==> config.mk <==
export PLATFORM = sky130hd
export DESIGN_NAME = alu_arb
export DESIGN_NICKNAME = d
export VERILOG_FILES = /design/src/rtl/alu_arb.sv
export SDC_FILE = /design/constraint.sdc
export NUM_CORES = 1
export LEC_CHECK = 0
export BUFFER_PORTS_ARGS = -buffer_cell sky130_fd_sc_hd__buf_4
export CAP_MARGIN = 25
export CORE_MARGIN = 1
export CORE_UTILIZATION = 35
export CTS_CLUSTER_DIAMETER = 30
export DETAILED_ROUTE_END_ITERATION = 8
export SLEW_MARGIN = 10
export SYNTH_ARGS = -nofsm -noshare
export SYNTH_HDL_FRONTEND = slang
export SYNTH_SLANG_ARGS = --single-unit
==> constraint.sdc <==
create_clock -name clk -period 2.6 [get_ports clk]
set_input_delay 0.78 -clock clk [delete_from_list [all_inputs] [get_ports clk]]
set_output_delay 0.78 -clock clk [all_outputs]
set_load 0.1 [all_outputs]
==> src/rtl/alu_arb.sv <==
// alu_arb: arbitrates two requesters onto one shared combinational ALU (accept -> execute -> respond).
// Optional macro ALU_ARB_RR_EN selects round-robin arbitration; default is fixed priority to requester 0.
`timescale 1ns/1ps
`default_nettype none

module alu_arb #(
    parameter int WIDTH = 4,
    parameter int OP_W  = 3
) (
    input  logic             clk,
    input  logic             rst_n,
    input  logic             req0_valid,
    output logic             req0_ready,
    input  logic [WIDTH-1:0] req0_a,
    input  logic [WIDTH-1:0] req0_b,
    input  logic [OP_W-1:0]  req0_op,
    input  logic             req1_valid,
    output logic             req1_ready,
    input  logic [WIDTH-1:0] req1_a,
    input  logic [WIDTH-1:0] req1_b,
    input  logic [OP_W-1:0]  req1_op,
    output logic             rsp0_valid,
    input  logic             rsp0_ready,
    output logic [WIDTH-1:0] rsp0_data,
    output logic             rsp1_valid,
    input  logic             rsp1_ready,
    output logic [WIDTH-1:0] rsp1_data,
    output logic [WIDTH-1:0] alu_a,
    output logic [WIDTH-1:0] alu_b,
    output logic [OP_W-1:0]  alu_op,
    input  logic [WIDTH-1:0] alu_res,
    output logic             busy,
    output logic             gnt_id,
    output logic [7:0]       done_cnt
);

    typedef enum logic [1:0] {
        IDLE = 2'd0,
        EXEC = 2'd1,
        RESP = 2'd2
    } state_t;

    state_t           state;
    logic [WIDTH-1:0] result;
    logic             win;
    logic             accept0;
    logic             accept1;
    logic             rsp_hs;

`ifdef ALU_ARB_RR_EN
    logic last;

    // On contention the requester that did not win last time goes first.
    always_comb begin
        win = ~req0_valid;
        if (req0_valid && req1_valid) begin
            win = ~last;
        end
    end
`else
    assign win = ~req0_valid;
`endif

    // Readies are gated by reset so nothing is accepted while reset is asserted.
    assign req0_ready = rst_n && (state == IDLE) && req0_valid && !win;
    assign req1_ready = rst_n && (state == IDLE) && req1_valid &&  win;
    assign accept0    = req0_valid && req0_ready;
    assign accept1    = req1_valid && req1_ready;

    // Only the granted side can have rsp valid, so the other side's ready is ignored.
    assign rsp_hs     = (rsp0_valid && rsp0_ready) || (rsp1_valid && rsp1_ready);

    assign rsp0_data  = result;
    assign rsp1_data  = result;
    assign busy       = (state != IDLE);

    always_ff @(posedge clk) begin
        if (!rst_n) begin
            state      <= IDLE;
            alu_a      <= '0;
            alu_b      <= '0;
            alu_op     <= '0;
            result     <= '0;
            gnt_id     <= 1'b0;
            rsp0_valid <= 1'b0;
            rsp1_valid <= 1'b0;
            done_cnt   <= 8'd0;
`ifdef ALU_ARB_RR_EN
            last       <= 1'b1;
`endif
        end else begin
            case (state)
                IDLE: begin
                    if (accept0 || accept1) begin
                        alu_a  <= accept1 ? req1_a  : req0_a;
                        alu_b  <= accept1 ? req1_b  : req0_b;
                        alu_op <= accept1 ? req1_op : req0_op;
                        gnt_id <= accept1;
`ifdef ALU_ARB_RR_EN
                        last   <= accept1;
`endif
                        state  <= EXEC;
                    end
                end
                EXEC: begin
                    result     <= alu_res;
                    rsp0_valid <= !gnt_id;
                    rsp1_valid <=  gnt_id;
                    state      <= RESP;
                end
                RESP: begin
                    if (rsp_hs) begin
                        rsp0_valid <= 1'b0;
                        rsp1_valid <= 1'b0;
                        done_cnt   <= done_cnt + 8'd1;
                        state      <= IDLE;
                    end
                end
                default: begin
                    state <= IDLE;
                end
            endcase
        end
    end

endmodule

`default_nettype wire

After elaboration in Yosys (flattened, before gate mapping)
Index checks and enable logic that the tools add are counted.

Register bits after elaboration: 28. Bits of input ports: 32. Output and inout bits: 33.

Add/subtract/negate cells: 1. Equality and inequality tests: 4. Multiplexer cells: 9. Bitwise logic cells: 1. Reduce and logical (&&, ||, !) cells: 19.

Operators by type and width (number): 1-bit logical AND (9); 8-bit by 1-bit adder with 8-bit output, second input constant (1); 4-bit two-way mux (2); 2-bit AND reduction (4); 2-bit case mux with 3 select lines (1); 2-bit two-way mux (2); 1-bit case mux with 2 select lines (2); 2-bit nonzero test (2); 3-bit two-way mux (1); 2-bit by 1-bit equality test with 1-bit output, second input constant (1); 2-bit equality test, second input constant (1); 2-bit zero test (1); 1-bit logical OR (2); 2-bit by 1-bit inequality test with 1-bit output, second input constant (1); 2-bit inequality test, second input constant (1); 1-bit zero test (1); 1-bit two-way mux (1); 1-bit NOT (1).

Longest topological paths before layout
Gate-level depths: netlist of the first run.

Word-level depth: 8. Gate-level depth with buffers: 4.

Least setup slack after synthesis of the first run
No wires, ideal clock.

Kind: input to output. Start point: in req1_valid. End point: out req1_ready. Arrival: 2060 ps. Required time: 1820 ps. Setup slack: -240 ps. Stages: 3. Path buffers: 1. Cells stage by stage: nor2b_1 -> clkbuf_1 -> and3_1.

Longest elaborated chain between the ends: 2.

Ends and longest elaborated chain: from (decl) (line 17) `input logic req1_valid,`; 1-bit logical AND (2 in a row) (line 66) `assign req1_ready = rst_n && (state == IDLE) && req1_valid && win;`; to (decl) (line 18) `output logic req1_ready,`.

Every way passes these cells.

Worst setup path in the final report of the first run
Start point: reg state[1]. End point: out req1_ready.

Longest elaborated chain between the ends: 4.

Ends and longest elaborated chain: from (decl) (line 43) `state_t state;`; from (signal assigned) (line 79) `state <= IDLE;`; from (signal assigned) (line 102) `state <= EXEC;`; from (signal assigned) (line 109) `state <= RESP;`; 2-bit zero test (line 66); 1-bit logical AND (3 in a row) (line 66).

Every way passes these cells.

==> out/metrics.csv, run 1 <==
metric,value,unit
outcome,"finished, final reports clean",
syn_area_per_cell,9.59,sq um
use_met1,20.8,%
die_h,61.2,um
pre_cts_ws,0.274,ns
synth_cell_types,29,
finalHoldViolCount,0,
area_growth,43.4,%
syn_nets,161,
setup_viol,0,
grt.met2_usage,28.3,%
clkSinkCount,28,
crit_start,state[1]$_SDFFE_PN0P_,
global_route.usage.total,16.7,%
cts_hold_buf,0,
drive_above_1_share,39.6,%
nets,221,
root_buffer,clkbuf_4,
cpPeakStageDelay,0.43,ns
critPathTopFamily,simple AND/OR/NAND/NOR gates,
diodes,0,
fp.dieW,61.2,um
r2r_slack,1.15,ns
cap_violations,0,
min_from,alu_b[3]$_SDFFE_PN0P_,
dp_hpwl,2230,um
critical_path.cell_chain,nor2_1 > and3_2 > buf_4,
p_leak,0.774,nW
cp-start-kind,flop,
globalplace.congestion,0.743,
final_area,1760,sq um
firstDrtPassIters,4,
setup_tns,0,ns
drtIter0Drc,36,
yosysTopAreaCell,dfxtp_1,
cp.depth,3,
finClkSkew,0.00341,ns
initial_core_util,36.8,%
ir_drop,0.314,mV
reg2reg_to,done_cnt[6]$_SDFFE_PN0P_,
yosys.cell_count.top_type,dfxtp_1,
numCtsBuffers,3,
grt_overflow,0,
die_area,3750,sq um
seq_area_frac_synth,45.7,%
cp_max_fo,8,
arrival,1.59,ns
cts_tree,built,
synth.area.top_cells,"dfxtp_1 46%, o2bb2ai_1 7.8%, a22oi_1 6.7%, mux2i_1 4.1%, a21oi_1 3.7%",
core_area,3340,sq um
synth_seq_cells,28,
postPlaceCellArea,1720,sq um
drv_slew,0,
yosysWarnings,0,
grt_pass1_vias,1086,
vias,1195,
routed_wirelength,2940,um
final.min_clock_period,2.37,ns
io-pin-count,65,
antenna_found_initial,0,
ys_top_cells_by_count,"28 x dfxtp_1, 11 x a22oi_1, 11 x o2bb2ai_1, 9 x a21oi_1, 8 x nor2_1",
drtAntennaViolNets,0,
synth_top_area_share,45.7,%
rsz0062_at_grt,false,
p_per_area,651,nW/um^2
p_total,1.15,mW
fmax,421,MHz
critPathBufInv,1,
fp-row-count,21,
avgViaCountPerCell,5.13,
netlist_area,1230,sq um
clock_path_buffers,2,
r2r_start,done_cnt[0]$_SDFFE_PN0P_,
clk_pin_slew,0.14,ns
required,1.82,ns
grt_pass1_wl,4700,um
hp-class,flop to flop,
setup_ws,0.227,ns
synth_edf_count,0,
grt.busiest_layer,met2,
portBuffers,64,
ys_async_sr_fraction,0,%
r2r_cells,4,
path_class,flop to output pin,
netlist_instances,128,
postCtsSetupRepairBufs,0,
endpoint,req1_ready,
grt_use_met3,3.15,%
grt_max_degree,19,
htree_levels,1,
crit_path_end_kind,output pin,
ys.flop_type,dfxtp_1,
slew_headroom,56.3,%
worst_pin_slew,0.655,ns
route.detailed.drc,0,
cp_slowest_cell,dfxtp_1,
routedWlPerCell,12.6,um
fillers,323,
fin_crit_sh,91.3,%
clk_latency,0.33,ns
cts_resized,0,
==> cells in the final DEF (no fill, tap or decap) <==
master,netlist,layout
a211oi_1,1,1
a21oi_1,9,9
a221oi_1,2,2
a22oi_1,11,11
a22oi_2,1,1
and2b_1,1,1
and3_2,0,2
buf_4,4,66
clkbuf_4,0,3
clkbuf_8,0,1
dfxtp_1,28,28
ha_1,1,1
inv_1,6,6
mux2i_1,5,5
nand2_1,3,3
nand2b_1,2,2
nand3_1,1,1
nand3b_1,2,2
nand4_1,1,1
nand4b_4,1,1
nor2_1,8,8
nor2b_1,2,2
nor4b_1,1,1
o21ai_0,7,7
o2bb2ai_1,11,11
o31a_1,1,1
o31ai_1,4,4
or3_1,2,2
or4_1,4,4
==> state kept, by name, indices dropped and copies added (netlist names) <==
signal	flops
done_cnt	8
alu_b	4
alu_a	4
rsp1_valid	1
rsp0_valid	1
state	2
rsp0_data	4
alu_op	3
gnt_id	1
==> kinds of logic (layout without fill, tap and decap cells) <==
logic type	after synthesis	in the layout	share of synthesized area, %
compound gates	47	47	27.3
simple gates	30	30	15.3
flops	28	28	45.7
buf+inv	17	76	6.63
mux	5	5	4.08
fa+ha+maj	1	1	1.02
==> cell type report <==
type	instances	area, sq um	share of cell area (%)
multi-input combinational	83	588	33.4
sequential	28	561	31.8
timing repair buffer	66	495	28.1
tap	46	57.6	3.27
clock buffer	4	36.3	2.06
inverter	6	22.5	1.28
==> metrics by stage <==
| stage | util [%] | hold WS, ns | std cells |
|---|---|---|---|
| floorplan | - | 0.523 | 128 |
| global placement | 51.7 | 0.445 | 229 |
| detailed placement | 51.7 | 0.453 | 229 |
| CTS | 52.8 | 0.488 | 233 |
| global route | 52.8 | 0.496 | 233 |
| finish | 52.8 | 0.484 | 233 |
==> metal layers <==
metal	vias to the layer above	share of wire [%]
met5	-	0
met2	46	47
li1	600	-
met1	544	45
met4	0	1.6
met3	5	6.7
==> where the power goes <==
part	switching, mW	leakage [nW]	total [mW]	internal (mW)
clock	0.125	0.0210	0.211	0.0858
combinational	0.337	0.524	0.449	0.112
sequential	0.0269	0.229	0.486	0.460
==> worst min path at each step <==
| stage | end | cells past startpoint | slack (ns) |
|---|---|---|---|
| 3_3_place_gp | alu_a[0]$_SDFFE_PN0P_ | 1 | 0.45 |
| 6_report | alu_b[3]$_SDFFE_PN0P_ | 1 | 0.48 |
| 4_1_cts | done_cnt[7]$_SDFFE_PN0P_ | 2 | 0.49 |
| 3_5_place_dp | alu_op[0]$_SDFFE_PN0P_ | 1 | 0.45 |
| 2_1_floorplan | rsp0_valid$_SDFFE_PN0P_ | 2 | 0.52 |
| 5_1_grt | alu_op[2]$_SDFFE_PN0P_ | 1 | 0.50 |
Power figures use the tool's default switching activity.
==> run 2, diff against run 1 <==
--- a/config.mk
+++ b/config.mk
@@ -11,6 +11,7 @@
 export CORE_UTILIZATION = 35
 export CTS_CLUSTER_DIAMETER = 30
 export DETAILED_ROUTE_END_ITERATION = 8
+export PLACE_DENSITY = 0.73
 export SLEW_MARGIN = 10
 export SYNTH_ARGS = -nofsm -noshare
 export SYNTH_HDL_FRONTEND = slang
==> out/metrics.csv, run 2 (synthesis gave the netlist of run 1 again) <==
metric,value,unit,change
clk_latency,0.33,ns,about the same
postPlaceCellArea,1720,sq um,about the same
cts_resized,0,,unchanged
dp_hpwl,2180,um,was 2230 um
fmax,426,MHz,was 421 MHz
htree_levels,1,,unchanged
final.min_clock_period,2.35,ns,was 2.37 ns
firstDrtPassIters,3,,was 4
slew_headroom,55.1,%,was 56.3%
drive_above_1_share,39.2,%,was 39.6%
drtAntennaViolNets,0,,unchanged
grt_max_degree,19,,unchanged
power_frac_comb,36.8,%,was 39.1%
routed_wirelength,2910,um,was 2940 um
portBuffers,64,,unchanged
diodes,0,,unchanged
cp_max_fo,8,,unchanged
avgViaCountPerCell,5.17,,was 5.13
die_h,61.2,um,unchanged
layout_common_cells,"65 x buf_4, 28 x dfxtp_1, 11 x a22oi_1, 11 x o2bb2ai_1, 9 x a21oi_1",,"was 66 x buf_4, 28 x dfxtp_1, 11 x a22oi_1, 11 x o2bb2ai_1, 9 x a21oi_1"
power_frac_seq,39.8,%,was 42.4%
cap_violations,0,,unchanged
hp-class,flop to flop,,unchanged
crit_path_end_kind,output pin,,unchanged
p_sw,0.493,mW,was 0.489 mW
required,1.82,ns,about the same
fillers,314,,was 323
p_per_area,689,nW/um^2,was 651 nW/um^2
global_route.usage.total,16.0,%,was 16.7%
final_util,53.0,%,was 52.8%
grt_overflow,0,,unchanged
power_frac_clock,23.3,%,was 18.4%
vias,1199,,was 1195
io-pin-count,65,,unchanged
drtIter0Drc,49,,was 36
initial_core_util,36.8,%,unchanged
p_leak,0.776,nW,was 0.774 nW
regMostFlops,done_cnt,,unchanged
largest_reg_flops,8,,unchanged
clkSinkCount,28,,unchanged
postCtsSetupRepairBufs,0,,unchanged
finClkSkew,0.00437,ns,was 0.00341 ns
cts_hold_buf,0,,unchanged
ir_drop,0.304,mV,was 0.314 mV
routedWlPerCell,12.6,um,about the same
path_class,flop to output pin,,unchanged
fp-row-count,21,,unchanged
drv_slew,0,,unchanged
grt_pass1_vias,1026,,was 1086
globalplace.congestion,0.745,,was 0.743
area_growth,44.1,%,was 43.4%
root_buffer,clkbuf_4,,unchanged
cp-start-kind,flop,,unchanged
setup_viol,0,,unchanged
route.detailed.drc,0,,unchanged
finalHoldViolCount,0,,unchanged
core_area,3340,sq um,unchanged
clock_path_buffers,2,,unchanged
p_sw_share,40.4,%,was 42.7%
antenna_found_initial,0,,unchanged
rsz0062_at_grt,false,,unchanged
cts_tree,built,,unchanged
outcome,"finished, final reports clean",,unchanged
nets,220,,was 221
intPower,0.726,mW,was 0.657 mW
arrival,1.57,ns,was 1.59 ns
setup_tns,0,ns,unchanged
die_area,3750,sq um,unchanged
final_common_cell,buf_4,,unchanged
worst_pin_slew,0.673,ns,was 0.655 ns
numCtsBuffers,3,,unchanged
grt_pass1_wl,4550,um,was 4700 um
fin_crit_sh,90.3,%,was 91.3%
clk_pin_slew,0.15,ns,was 0.14 ns
fp.dieW,61.2,um,unchanged
final_area,1770,sq um,was 1760 sq um
==> run 2: cell count changes in the layout (fill, tap and decap cells not counted) <==
cell,before,now
buf_4,66,65
bufinv_16,0,1
clkbuf_8,1,0
==> run 2: area by class of cell <==
cell class / count / area (sq um) / area share [%]
timing repair buffer: 65 / 488 / 27.6
tap: 46 / 57.6 / 3.25
sequential: 28 / 561 / 31.7
inverter: 6 / 22.5 / 1.27
multi-input combinational: 83 / 588 / 33.2
clock inverter: 1 / 30.0 / 1.70
clock buffer: 3 / 22.5 / 1.27
==> run 2: metrics by stage <==
stage,std cells,power (mW),setup WS (ns),hold slack [ns]
2_1_floorplan,128,0.837,0.0402,0.523
3_3_place_gp,228,0.939,0.279,0.447
3_5_place_dp,228,0.944,0.266,0.453
4_1_cts,232,1.23,0.241,0.485
5_1_grt,232,1.27,0.123,0.497
6_report,232,1.22,0.251,0.483
==> run 2: per-layer routing <==
metal / vias up / global-route usage, % / wire, um
met5: - / 0 / 0
li1: 595 / - / -
met1: 550 / 21.9 / 1360
met2: 52 / 24.8 / 1320
met4: 0 / 6.82 / 14
met3: 2 / 2.73 / 214
==> run 2: worst max-delay path, stage by stage (launching register included) <==
cell	delay, ns
dfxtp_1	0.43
nor2_1	0.30
and3_2	0.23
buf_4	0.28
==> run 2: path summary, 6_finish.rpt <==
path / startpoint / to / slack (ns) / cells past startpoint
worst max-delay path: state[1]$_SDFFE_PN0P_ / req1_ready / 0.25 / 3
worst min-delay path: alu_a[0]$_SDFFE_PN0P_ / alu_a[0]$_SDFFE_PN0P_ / 0.48 / 1
worst max register to register: done_cnt[0]$_SDFFE_PN0P_ / done_cnt[4]$_SDFFE_PN0P_ / 1.10 / 4
worst min register to register: alu_a[0]$_SDFFE_PN0P_ / alu_a[0]$_SDFFE_PN0P_ / 0.48 / 1
==> run 2: power by group through the flow <==
| stage | logic, mW | clock network (mW) | registers [mW] |
|---|---|---|---|
| after global placement | 0.446 | 0 | 0.493 |
| after CTS | 0.450 | 0.293 | 0.486 |
| after floorplan | 0.154 | 0 | 0.683 |
| after detailed placement | 0.450 | 0 | 0.494 |
| after global routing | 0.467 | 0.313 | 0.491 |
| final | 0.449 | 0.285 | 0.486 |
